$ cat src/rtl/gps_corr_pkg.sv
// Shared types and constants for the correlator integrate-and-dump controller.
// Word count follows CORR_DUMP_TIMESTAMP_EN (adds a dump-count word when defined).
package gps_corr_pkg;

   localparam int ACC_W_DEFAULT = 16;

   typedef enum logic [1:0] {
      ST_IDLE,
      ST_ALIGN,
      ST_INTEG
   } corr_state_e;

   localparam logic [2:0] SEL_IE = 3'd0;
   localparam logic [2:0] SEL_QE = 3'd1;
   localparam logic [2:0] SEL_IP = 3'd2;
   localparam logic [2:0] SEL_QP = 3'd3;
   localparam logic [2:0] SEL_IL = 3'd4;
   localparam logic [2:0] SEL_QL = 3'd5;
   localparam logic [2:0] SEL_TS = 3'd6;

`ifdef CORR_DUMP_TIMESTAMP_EN
   localparam int N_WORDS = 7;
`else
   localparam int N_WORDS = 6;
`endif

   localparam logic [2:0] SEL_LAST = 3'(N_WORDS - 1);

endpackage

$ cat src/rtl/corr_dump_ctrl_if.sv
// Result word stream from the dump controller to the tracking-loop processor.
interface corr_dump_ctrl_if #(parameter int ACC_W = 16);

   logic             valid;
   logic             ready;
   logic [ACC_W-1:0] data;
   logic [2:0]       sel;
   logic             last;

   modport master (output valid, data, sel, last, input ready);
   modport slave  (input valid, data, sel, last, output ready);

endinterface

$ cat src/rtl/corr_result_serializer.sv
// Holding buffer for one dump plus the valid/ready word sequencer.
// busy means a load this cycle cannot be taken; a dropped dump sets the sticky overrun.
module corr_result_serializer
   import gps_corr_pkg::*;
#(
   parameter int ACC_W = ACC_W_DEFAULT
) (
   input  logic                         clk,
   input  logic                         rst,
   input  logic                         load,
   input  logic                         drop,
   input  logic [N_WORDS-1:0][ACC_W-1:0] load_words,
   input  logic                         overrun_clr,
   output logic                         busy,
   output logic                         overrun,
   corr_dump_ctrl_if.master             res
);

   logic [N_WORDS-1:0][ACC_W-1:0] hold_q;
   logic                          full_q;
   logic [2:0]                    sel_q;
   logic [ACC_W-1:0]              data_q;
   logic                          last_q;
   logic                          overrun_q;
   logic                          hs;
   logic                          last_hs;
   logic [2:0]                    nxt_sel;

   assign hs      = full_q & res.ready;
   assign last_hs = hs & last_q;
   assign nxt_sel = sel_q + 3'd1;
   // The final handshake frees the buffer in the same cycle a new dump may land.
   assign busy    = full_q & ~last_hs;

   always_ff @(posedge clk) begin
      if (rst) begin
         hold_q    <= '0;
         full_q    <= 1'b0;
         sel_q     <= 3'd0;
         data_q    <= '0;
         last_q    <= 1'b0;
         overrun_q <= 1'b0;
      end else begin
         if (load) begin
            hold_q <= load_words;
            full_q <= 1'b1;
            sel_q  <= 3'd0;
            data_q <= load_words[0];
            last_q <= 1'b0;
         end else if (last_hs) begin
            full_q <= 1'b0;
            sel_q  <= 3'd0;
            data_q <= '0;
            last_q <= 1'b0;
         end else if (hs) begin
            sel_q  <= nxt_sel;
            data_q <= hold_q[nxt_sel];
            last_q <= (nxt_sel == SEL_LAST);
         end
         overrun_q <= (overrun_q & ~overrun_clr) | drop;
      end
   end

   assign res.valid = full_q;
   assign res.sel   = sel_q;
   assign res.data  = data_q;
   assign res.last  = last_q;
   assign overrun   = overrun_q;

endmodule

$ cat src/rtl/corr_dump_ctrl.sv
// Integrate-and-dump controller for the E/P/L correlator bank.
// Define CORR_DUMP_TIMESTAMP_EN to append the dump count as a seventh result word.
module corr_dump_ctrl
   import gps_corr_pkg::*;
#(
   parameter int ACC_W = ACC_W_DEFAULT,
   parameter int INT_W = 5
) (
   input  logic                    clk,
   input  logic                    rst,
   input  logic                    enable,
   input  logic                    sample_valid,
   input  logic                    code_epoch,
   input  logic [INT_W-1:0]        int_ms,
   input  logic signed [ACC_W-1:0] acc_ie,
   input  logic signed [ACC_W-1:0] acc_qe,
   input  logic signed [ACC_W-1:0] acc_ip,
   input  logic signed [ACC_W-1:0] acc_qp,
   input  logic signed [ACC_W-1:0] acc_il,
   input  logic signed [ACC_W-1:0] acc_ql,
   output logic                    acc_en,
   output logic                    acc_clr,
   corr_dump_ctrl_if.master        res,
   output logic                    overrun,
   input  logic                    overrun_clr,
   output logic [15:0]             dump_cnt
);

   corr_state_e                   state_q, state_d;
   logic [INT_W-1:0]              ms_cnt_q;
   logic [INT_W-1:0]              int_len_q;
   logic [INT_W-1:0]              ms_inc;
   logic [INT_W-1:0]              int_ms_eff;
   logic [15:0]                   dump_cnt_q;
   logic                          epoch;
   logic                          start;
   logic                          dump;
   logic                          busy;
   logic [N_WORDS-1:0][ACC_W-1:0] words;

   assign epoch      = sample_valid & code_epoch;
   assign ms_inc     = ms_cnt_q + INT_W'(1);
   assign int_ms_eff = (int_ms == '0) ? INT_W'(1) : int_ms;

   always_comb begin
      state_d = state_q;
      acc_en  = 1'b0;
      acc_clr = 1'b0;
      start   = 1'b0;
      dump    = 1'b0;
      case (state_q)
         ST_IDLE: begin
            if (enable) state_d = ST_ALIGN;
         end
         ST_ALIGN: begin
            if (!enable) begin
               state_d = ST_IDLE;
            end else if (epoch) begin
               acc_en  = 1'b1;
               acc_clr = 1'b1;
               start   = 1'b1;
               state_d = ST_INTEG;
            end
         end
         ST_INTEG: begin
            acc_en = sample_valid;
            if (!enable) begin
               state_d = ST_IDLE;
            end else if (epoch && ms_inc == int_len_q) begin
               // Epoch sample starts the next integration, so no sample is lost.
               dump    = 1'b1;
               acc_clr = 1'b1;
            end
         end
         default: state_d = ST_IDLE;
      endcase
   end

   always_ff @(posedge clk) begin
      if (rst) begin
         state_q    <= ST_IDLE;
         ms_cnt_q   <= '0;
         int_len_q  <= INT_W'(1);
         dump_cnt_q <= 16'd0;
      end else begin
         state_q <= state_d;
         if (start || dump) begin
            ms_cnt_q  <= '0;
            int_len_q <= int_ms_eff;
         end else if (state_q == ST_INTEG && epoch) begin
            ms_cnt_q <= ms_inc;
         end
         if (dump) dump_cnt_q <= dump_cnt_q + 16'd1;
      end
   end

   always_comb begin
      words         = '0;
      words[SEL_IE] = acc_ie;
      words[SEL_QE] = acc_qe;
      words[SEL_IP] = acc_ip;
      words[SEL_QP] = acc_qp;
      words[SEL_IL] = acc_il;
      words[SEL_QL] = acc_ql;
`ifdef CORR_DUMP_TIMESTAMP_EN
      words[SEL_TS] = ACC_W'(dump_cnt_q + 16'd1);
`endif
   end

   corr_result_serializer #(.ACC_W(ACC_W)) u_ser (
      .clk         (clk),
      .rst         (rst),
      .load        (dump & ~busy),
      .drop        (dump & busy),
      .load_words  (words),
      .overrun_clr (overrun_clr),
      .busy        (busy),
      .overrun     (overrun),
      .res         (res)
   );

   assign dump_cnt = dump_cnt_q;

endmodule
$ cat src/flat_wrapper.sv
// flat-port wrapper written by rule: the top's interface ports become plain ports
module corr_dump_ctrl_flat import gps_corr_pkg::*;
#(
   parameter int ACC_W = ACC_W_DEFAULT,
   parameter int INT_W = 5
)
  (clk, rst, enable, sample_valid, code_epoch, int_ms, acc_ie, acc_qe, acc_ip, acc_qp, acc_il, acc_ql, acc_en, acc_clr, overrun, overrun_clr, dump_cnt, res_valid, res_data, res_sel, res_last, res_ready);
  corr_dump_ctrl_if #(.ACC_W(ACC_W)) res_i ();
  input  logic clk;
  input  logic rst;
  input  logic enable;
  input  logic sample_valid;
  input  logic code_epoch;
  input  logic [INT_W-1:0] int_ms;
  input  logic signed [ACC_W-1:0] acc_ie;
  input  logic signed [ACC_W-1:0] acc_qe;
  input  logic signed [ACC_W-1:0] acc_ip;
  input  logic signed [ACC_W-1:0] acc_qp;
  input  logic signed [ACC_W-1:0] acc_il;
  input  logic signed [ACC_W-1:0] acc_ql;
  output logic acc_en;
  output logic acc_clr;
  output logic overrun;
  input  logic overrun_clr;
  output logic [15:0] dump_cnt;
  output wire logic [$bits(res_i.valid)-1:0] res_valid;
  output wire logic [$bits(res_i.data)-1:0] res_data;
  output wire logic [$bits(res_i.sel)-1:0] res_sel;
  output wire logic [$bits(res_i.last)-1:0] res_last;
  input wire logic [$bits(res_i.ready)-1:0] res_ready;
  assign res_valid = res_i.valid;
  assign res_data = res_i.data;
  assign res_sel = res_i.sel;
  assign res_last = res_i.last;
  assign res_i.ready = res_ready;
  corr_dump_ctrl #(.ACC_W(ACC_W), .INT_W(INT_W)) u_core (.clk(clk), .rst(rst), .enable(enable), .sample_valid(sample_valid), .code_epoch(code_epoch), .int_ms(int_ms), .acc_ie(acc_ie), .acc_qe(acc_qe), .acc_ip(acc_ip), .acc_qp(acc_qp), .acc_il(acc_il), .acc_ql(acc_ql), .acc_en(acc_en), .acc_clr(acc_clr), .res(res_i), .overrun(overrun), .overrun_clr(overrun_clr), .dump_cnt(dump_cnt));
endmodule
$ cat config.mk
export PLATFORM = sky130hd
export DESIGN_NAME = corr_dump_ctrl_flat
export DESIGN_NICKNAME = d
export VERILOG_FILES = /design/src/rtl/gps_corr_pkg.sv /design/src/rtl/corr_dump_ctrl_if.sv /design/src/rtl/corr_result_serializer.sv /design/src/rtl/corr_dump_ctrl.sv /design/src/flat_wrapper.sv
export SDC_FILE = /design/constraint.sdc
export NUM_CORES = 1
export LEC_CHECK = 0
export CAP_MARGIN = 20
export CORE_ASPECT_RATIO = 0.6
export CORE_MARGIN = 2
export CORE_UTILIZATION = 45
export CTS_BUF_LIST = sky130_fd_sc_hd__clkbuf_4 sky130_fd_sc_hd__clkbuf_8 sky130_fd_sc_hd__clkbuf_16
export DETAILED_ROUTE_END_ITERATION = 8
export PLACE_DENSITY = 0.73
export SLEW_MARGIN = 25
export SYNTH_ARGS = -nofsm -noshare
export SYNTH_HDL_FRONTEND = slang
export SYNTH_HIERARCHICAL = 1
export SYNTH_SLANG_ARGS = --single-unit
export TNS_END_PERCENT = 20
$ cat constraint.sdc
create_clock -name clk -period 6.54 [get_ports clk]
set_input_delay 1.308 -clock clk [delete_from_list [all_inputs] [get_ports clk]]
set_output_delay 1.308 -clock clk [all_outputs]
set_load 0.005 [all_outputs]
Word-level counts from Yosys, hierarchy flattened:

Cells that the tools add are included.

* flip-flop bits (word level): 146
* output and inout bits: 40
* word-level logic and storage cells: 68

* add/sub/neg operators: 3
* $lt $le $gt $ge: 1
* eq/ne operators: 7
* muxes and demuxes: 21
* bitwise gates (word level): 11
* reduce and logical (&&, ||, !) cells: 10

Operators by type and width (count)
* $mux 16: 4
* $bmux 16 s3: 1
* $add 16x1->16 const B: 1
* $mux 1: 8
* $mux 2: 4
* $and 1x1->1: 7
* $pmux 2 s3: 1
* $add 5x1->5 const B: 1
* $eq 5x5->1: 1
* $logic_not 5->1: 1
* $mux 5: 1
* $lt 3x4->1 const B: 1
* $ne 2x2->1 const B: 2
* $pmux 1 s2: 2
* $add 3x1->3 const B: 1
* $eq 3x3->1 const B: 1
* $ne 3x2->1 const B: 1
* $not 1->1: 3
* $reduce_and 3->1: 1
* $reduce_bool 3->1: 1
* $reduce_or 3->1: 1
* $eq 2x1->1 const B: 1
* $eq 2x2->1 const B: 1
* $logic_and 1x1->1: 2
* 5 further kinds: 5

Depth between registers and ports, before layout:

Gate-level depths: netlist of the first run.

* depth after elaboration: 8
* mapped depth: 14
* depth with buffers taken out: 9

Hierarchy:

The synthesis of the first run kept the hierarchy.

Modules (own cells, without submodules)
* corr_result_serializer: instances 1, cells each 475, area an instance 5056.1 um^2, seq. area each 2362.3 um^2
* corr_dump_ctrl: instances 1, cells each 176, area an instance 1532.7 um^2, seq. area each 560.5 um^2

Worst setup path after synthesis of the first run:

No wires, ideal clock.

* path type: input -> output
* start point: input sample_valid
* end point: output acc_clr
* arrival: 2430 ps
* data required time: 5232 ps
* slack: 2802 ps
* cell stages on the path: 7
* buffers on the path: 2
* cell sequence: and3_1 > buf_2 > and4_1 > o211ai_4 > buf_6 > nand2_1 > and2_1

* word-level cells in the longest chain between the ends: 5
* elaborated cells between the ends (all ways): 7

Ends and longest elaborated chain
* start, declared: RTL line flat_wrapper.sv:12 `input logic sample_valid;`
* $and 1x1->1 (*): RTL line corr_dump_ctrl.sv:41 `assign epoch = sample_valid & code_epoch;`
* $logic_and 1x1->1: RTL line corr_dump_ctrl.sv:69 `end else if (epoch && ms_inc == int_len_q) begin`
* $mux 1: RTL line corr_dump_ctrl.sv:69
* $mux 1: RTL line corr_dump_ctrl.sv:67 `if (!enable) begin`
* $pmux 1 s2 (*): RTL line corr_dump_ctrl.sv:51 `case (state_q)`
* end, declared: RTL line flat_wrapper.sv:22 `output logic acc_clr;`

Mark *: on every way between the ends. The rest lies on a longest branch, timed or not.

Worst setup path in the final report of the first run:

Same ends and word-level chain as after synthesis.

==> results.json, run 1 <==
{
  "swShare_pct": 23.54,
  "antenna_found_initial": 1,
  "drv_cap": 0,
  "cp-end-kind": "primary output",
  "ir_drop_mv": 0.1641,
  "multi_input_area_um2": 3390,
  "fin_total_pwr_mw": 2.019,
  "wl_per_cell_um": 18.46,
  "die_y_um": 97.73,
  "yosysUniqueCellTypes": 47,
  "overflow": 0,
  "via_per_inst": 5.554,
  "path_buf_inv": 2,
  "path_delay_family": "simple AND/OR/NAND/NOR gates",
  "drt_iter0_drc": 401,
  "syn_area_um2": 6589,
  "period_needed_ns": 5.131,
  "grt_max_degree": 119,
  "numCtsBuffers": 17,
  "drt.antenna.violating_nets": 0,
  "firstDrtPassIters": 7,
  "post_cts_buffers": 0,
  "layout.nets": 886,
  "crit_fanout": 37,
  "wl_um": 18120,
  "hold_path_class": "reg2reg",
  "cpPeakStageDelay_ns": 0.52,
  "status": "finished clean",
  "synth_seq_cells": 146,
  "switchingPower_mw": 0.4752,
  "synth-seq-area-share_pct": 44.36,
  "syn-num-nets": 766,
  "fin_skew_ns": 0.01104,
  "worstPathRequired_ns": 5.23,
  "seqCellArea_um2": 2924,
  "yosys_most_used_dff": "dfxtp_1",
  "clock_power_share_pct": 49.9,
  "maxSlewViolCount": 0,
  "fill_cells": 1194,
  "ctsResizeCount": 0,
  "clk_pin_slew_ns": 0.06,
  "dpl.hpwl_um": 12300,
  "cts_tree": "yes",
  "pwr-share-comb_pct": 5.8,
  "h-tree-depth": 4,
  "io_pins": 148,
  "diodes": 0,
  "critPathSlowestCell": "clkdlybuf4s50_1",
  "dieWidth_um": 160.2,
  "crit_path_start_kind": "input pin",
  "tightest_slew_ns": 0.9457,
  "clockBufferDepth": 2,
  "synth_edf_count": 0,
  "p_leak_nw": 2.788,
  "arrival_ns": 3.82,
  "hold_viol": 0,
  "die_area_um2": 15660,
  "seqPwrFrac_pct": 44.3,
  "p_per_area_nw_per_um2": 231.3,
  "slew_headroom_pct": 36.65,
  "postSynthCellCount": 651,
  "setup_viol": 0,
  "grt.total_usage_pct": 23.21,
  "place.port_buffers": 147,
  "gp_congestion": 0.8374,
  "grt_setup_unrepaired": "false",
  "ys.warnings.count": 6,
  "worstSetupPathType": "in2out",
  "internal_power_mw": 1.544,
  "max_freq_mhz": 194.9,
  "area_growth_pct": 32.47,
  "cts_root_buf": "clkbuf_16",
  "period_share_pct": 78.46,
  "crit_top_cell": "clkdlybuf4s50_1",
  "drive_gt1_share_pct": 8.673,
  "final.setup.tns_ns": 0,
  "start_util_pct": 45.82,
  "clock_latency_ns": 0.41,
  "cts_hold_buf": 0,
  "vias": 5454,
  "placementRows": 34,
  "first_global_vias": 5261,
  "grt_pass1_wl_um": 28490,
  "synth.avg_cell_area_um2": 10.12,
  "clock_sinks": 146,
  "cp_cell_sequence": "clkdlybuf4s50_1 > and3_1 > and4_1 > o211ai_4 > nand2_1 > and2_1 > clkdlybuf4s50_1",
  "coreArea_um2": 14380,
  "route.detailed.drc": 0,
  "ys_async_sr_fraction_pct": 0
}
[tightest hold or removal path, cell delays in order (launching register included)]
cell and delay [ns]:
dfxtp_1 0.32, mux2i_1 0.06, nor2_1 0.07
[metal layers]
layer,vias up,track usage (%),wire [um]
li1,2605,-,-
met1,2643,34.51,8718
met2,196,33.90,7746
met3,10,5.438,1520
met4,0,6.237,138
met5,-,0,0
[flip-flops by register name (all words and copies together), names as in the netlist]
| register | count |
|---|---|
| u_core/u_ser/res.valid | 1 |
| u_core/state_q | 2 |
| u_core/dump_cnt | 16 |
| u_core/u_ser/res.data | 16 |
| u_core/u_ser/overrun | 1 |
| u_core/u_ser/res.last | 1 |
| u_core/ms_cnt_q | 5 |
| u_core/u_ser/hold_q | 96 |
| u_core/u_ser/res.sel | 3 |
| u_core/int_len_q | 5 |
[metrics by stage]
| step | hold slack, ns | worst slack, ns | std cells | util (%) | area [um^2] |
|---|---|---|---|---|---|
| 3_5_place_dp | 0.4812 | 1.450 | 950 | 56.43 | 8114 |
| 5_1_grt | 0.5095 | 1.273 | 982 | 60.70 | 8728 |
| 2_1_floorplan | 0.4546 | 2.802 | 651 | - | 6589 |
| 6_report | 0.4931 | 1.409 | 982 | 60.70 | 8728 |
| 3_3_place_gp | 0.4670 | 1.542 | 950 | 56.43 | 8114 |
| 4_1_cts | 0.4960 | 1.448 | 982 | 60.68 | 8725 |
[synthesized netlist by cell type, types with 6 or more instances]
cell,instances,area [um^2]
dfxtp_1,146,2923
mux2i_1,116,1161
nor2_1,112,420.4
nand3_1,26,130.1
clkbuf_1,23,86.33
a21oi_1,21,105.1
buf_2,19,95.09
or4b_1,17,170.2
a22oi_1,16,120.1
a31oi_1,16,100.1
mux4_2,16,360.4
nand2_1,13,48.80
or4_1,11,82.58
o31ai_1,10,75.07
inv_1,9,33.78
nand4_1,8,50.05
nor3_1,8,40.04
ha_1,7,87.58
xor2_1,6,52.55
[cells by family after synthesis]
group / after synthesis / synth area share, %
AND/OR/NAND/NOR: 213 / 16.37
flip-flops: 146 / 44.36
multiplexers: 134 / 23.43
AO/OA/AOI/OAI: 79 / 8.317
buffers and inverters: 60 / 4.481
XOR/XNOR: 12 / 1.709
adder cells (fa/ha/maj): 7 / 1.329
[power by group through the flow]
stage | clock (mW) | combinational (mW) | sequential [mW]
3_5_place_dp | 0 | 0.115 | 0.915
3_3_place_gp | 0 | 0.113 | 0.915
6_report | 1.01 | 0.117 | 0.895
2_1_floorplan | 0 | 0.0332 | 0.914
4_1_cts | 1.03 | 0.116 | 0.895
5_1_grt | 1.07 | 0.124 | 0.895
[cell type report]
type,instances,share of cell area [%]
clock buffers,17,4.874
clock inverters,15,2.122
inverters,9,0.3870
multi-input cells,445,38.83
flip-flops and latches,146,33.50
well taps,198,2.838
repair buffers,152,17.45
[path summary, 6_finish.rpt]
check	startpoint	endpoint	slack, ns	cells after the start
min	u_core/u_ser/hold_q[32]	u_core/u_ser/hold_q[32]	0.49	2
max	sample_valid	acc_clr	1.41	7
max reg2reg	u_core/ms_cnt_q[0]	u_core/u_ser/res.data[2]	2.98	9
min reg2reg	u_core/u_ser/hold_q[32]	u_core/u_ser/hold_q[32]	0.49	2
[cells in the final DEF, fill, tap and decap left out, types with 11 or more instances in the layout]
master and count:
clkdlybuf4s50_1 146, or4b_1 17, clkbuf_16 17, a31oi_1 16, or4_1 11, nand3_1 26, a21oi_1 20, nand2_1 13
a22oi_1 16, dfxtp_1 145, mux2i_1 116, mux4_2 16, nor2_1 111
Note: power is estimated with default switching activity, not from simulation.
==> run 2, diff against run 1 <==
--- a/config.mk
+++ b/config.mk
@@ -11,7 +11,7 @@
 export CORE_UTILIZATION = 45
 export CTS_BUF_LIST = sky130_fd_sc_hd__clkbuf_4 sky130_fd_sc_hd__clkbuf_8 sky130_fd_sc_hd__clkbuf_16
 export DETAILED_ROUTE_END_ITERATION = 8
-export PLACE_DENSITY = 0.73
+export PLACE_DENSITY = 0.75
 export SLEW_MARGIN = 25
 export SYNTH_ARGS = -nofsm -noshare
 export SYNTH_HDL_FRONTEND = slang
==> constraint.sdc (replaced) <==
create_clock -name clk -period 4.3 [get_ports clk]
set_input_delay 0.86 -clock clk [delete_from_list [all_inputs] [get_ports clk]]
set_output_delay 0.86 -clock clk [all_outputs]
set_load 0.005 [all_outputs]
==> run 2 against run 1 <==
Net effect: clock power rose by 38%; global-route usage is 0.89 points lower; setup slack worse by 0.97 ns; via count decreased by 0.24%; wire length fell by 3.5%; sequential cell count did not move; critical path depth unchanged; sequential power grew 52%; count of clock-buffer cells in the layout grew 1; combinational power is 52% higher; first-iteration DRC count up 20%; largest cell class unchanged; clock skew fell by 0.0018 ns.
==> results.json, run 2 (same netlist as run 1, synthesis figures left out) <==
{
  "status": "finished clean",
  "crit_fanout": 7,
  "regMostFlops": "u_core/u_ser/hold_q",
  "clock_latency_ns": 0.41,
  "hold_path_end": "u_core/u_ser/hold_q[22]",
  "p_per_area_nw_per_um2": 336.8,
  "first_global_vias": 5142,
  "arrival_ns": 3.00,
  "final_cells": 985,
  "cts_hold_buf": 0,
  "largest_reg_flops": 96,
  "ir_drop_mv": 0.2444,
  "route.detailed.drc": 0,
  "final.setup.tns_ns": 0,
  "diodes": 0,
  "hold_path_class": "reg2reg",
  "slew_headroom_pct": 49.87,
  "clk_pin_slew_ns": 0.06,
  "clockBufferDepth": 2,
  "dp.cells": 953,
  "coreArea_um2": 14380,
  "place.port_buffers": 147,
  "layout_common_cells": "clkdlybuf4s50_1 (146), dfxtp_1 (145), mux2i_1 (116)",
  "utilization_pct": 60.51,
  "cpPeakStageDelay_ns": 0.53,
  "whs_ns": 0.4923,
  "crit_path_start_kind": "input pin",
  "drt.antenna.violating_nets": 0,
  "start_util_pct": 45.82,
  "r2r-end": "u_core/u_ser/res.data[9]",
  "placementRows": 34,
  "grt_max_degree": 119,
  "grt_setup_unrepaired": "false",
  "ctsResizeCount": 0,
  "wl_per_cell_um": 17.76,
  "hold_viol": 0,
  "p_leak_nw": 2.771,
  "setup_viol": 0,
  "drive_gt1_share_pct": 9.022,
  "crit_top_cell": "clkdlybuf4s50_1",
  "cp-end-kind": "primary output",
  "drv_cap": 0,
  "tightest_slew_ns": 0.7520,
  "antenna_found_initial": 0,
  "overflow": 0,
  "die_area_um2": 15660,
  "maxSlewViolCount": 0,
  "io_pins": 148,
  "cts_tree": "yes",
  "fin_skew_ns": 0.009250,
  "dpl.hpwl_um": 12130,
  "h-tree-depth": 4,
  "layout.nets": 889,
  "firstDrtPassIters": 5,
  "numCtsBuffers": 17,
  "area_growth_pct": 32.05,
  "drt_iter0_drc": 483,
  "worstSetupPathType": "in2out",
  "grt.total_usage_pct": 22.32,
  "critPathSlowestCell": "clkdlybuf4s50_1",
  "dieWidth_um": 160.2,
  "layout_commonest_cell": "clkdlybuf4s50_1",
  "worstHoldPathCells": 2,
  "worstPathRequired_ns": 3.44,
  "clock_sinks": 146,
  "period_needed_ns": 3.857,
  "post_cts_buffers": 0,
  "r2r_slack_ns": 1.08,
  "rr_worst_depth": 11,
  "min_from": "u_core/u_ser/hold_q[22]",
  "gp_congestion": 0.8491,
  "die_y_um": 97.73,
  "r2r_start": "u_core/ms_cnt_q[0]",
  "grt_pass1_wl_um": 27530,
  "vias": 5441,
  "via_per_inst": 5.524,
  "period_share_pct": 89.69,
  "max_freq_mhz": 259.3,
  "wl_um": 17500,
  "cp_cell_sequence": "clkdlybuf4s50_1 > and3_1 > and4_1 > o211ai_4 > nand2_1 > and2_1 > clkdlybuf4s50_1",
  "cts_root_buf": "clkbuf_16"
}
## run 2: changes by cell type in the layout (fill, tap and decap cells not counted), sizes merged
cell      before  now
buf            6    9
bufinv         2    0
clkbuf        17   18
clkinv         3    8
clkinvlp       0    1
inv           19   14
## run 2: final cells by class
| type | instances | area, um^2 |
|---|---|---|
| Timing Repair Buffer | 155 | 1545 |
| Inverter | 9 | 33.78 |
| Sequential cell | 146 | 2924 |
| Clock inverter | 14 | 122.6 |
| Clock buffer | 18 | 439.2 |
| Tap cell | 198 | 247.7 |
| Fill cell | 1201 | 5678 |
| Multi-Input combinational cell | 445 | 3388 |
## run 2: worst max-delay path by stage
stage | startpoint | end | depth (start not counted)
5_1_grt | sample_valid | acc_clr | 7
2_1_floorplan | sample_valid | u_core/u_ser/res.data[13] | 12
6_report | sample_valid | acc_clr | 7
3_3_place_gp | sample_valid | u_core/u_ser/res.data[8] | 11
4_1_cts | sample_valid | acc_clr | 7
3_5_place_dp | sample_valid | u_core/u_ser/res.data[2] | 11
## run 2: critical path: cells and delay by family
family | cells | cell delay [ns]
and+or+nand+nor | 4 | 1.03
AOI/OAI and AO/OA | 1 | 0.09
buffers and inverters | 2 | 1.02
## run 2: through the flow
stage | setup slack (ns) | power [mW] | instance area [um^2]
5_1_grt | 0.3307 | 3.035 | 8701
4_1_cts | 0.4592 | 2.951 | 8695
2_1_floorplan | 1.297 | 1.441 | 6589
3_5_place_dp | 0.3868 | 1.568 | 8133
3_3_place_gp | 0.5487 | 1.563 | 8133
6_report | 0.4434 | 2.930 | 8701
## run 2: where the power goes
part	internal, mW	switching (mW)	total [mW]
sequential	1.36	0.00426	1.36
clock	0.771	0.619	1.39
combinational	0.106	0.0717	0.178
total	2.23	0.695	2.93
## run 2: per-layer routing
metal	vias up	track usage, %	wire length (um)	share of wire (%)
li1	2613	-	-	-
met1	2586	33.91	8617	49
met2	221	31.57	7436	43
met3	21	5.140	1235	7.1
met4	0	6.306	206	1.2
met5	-	0	0	0
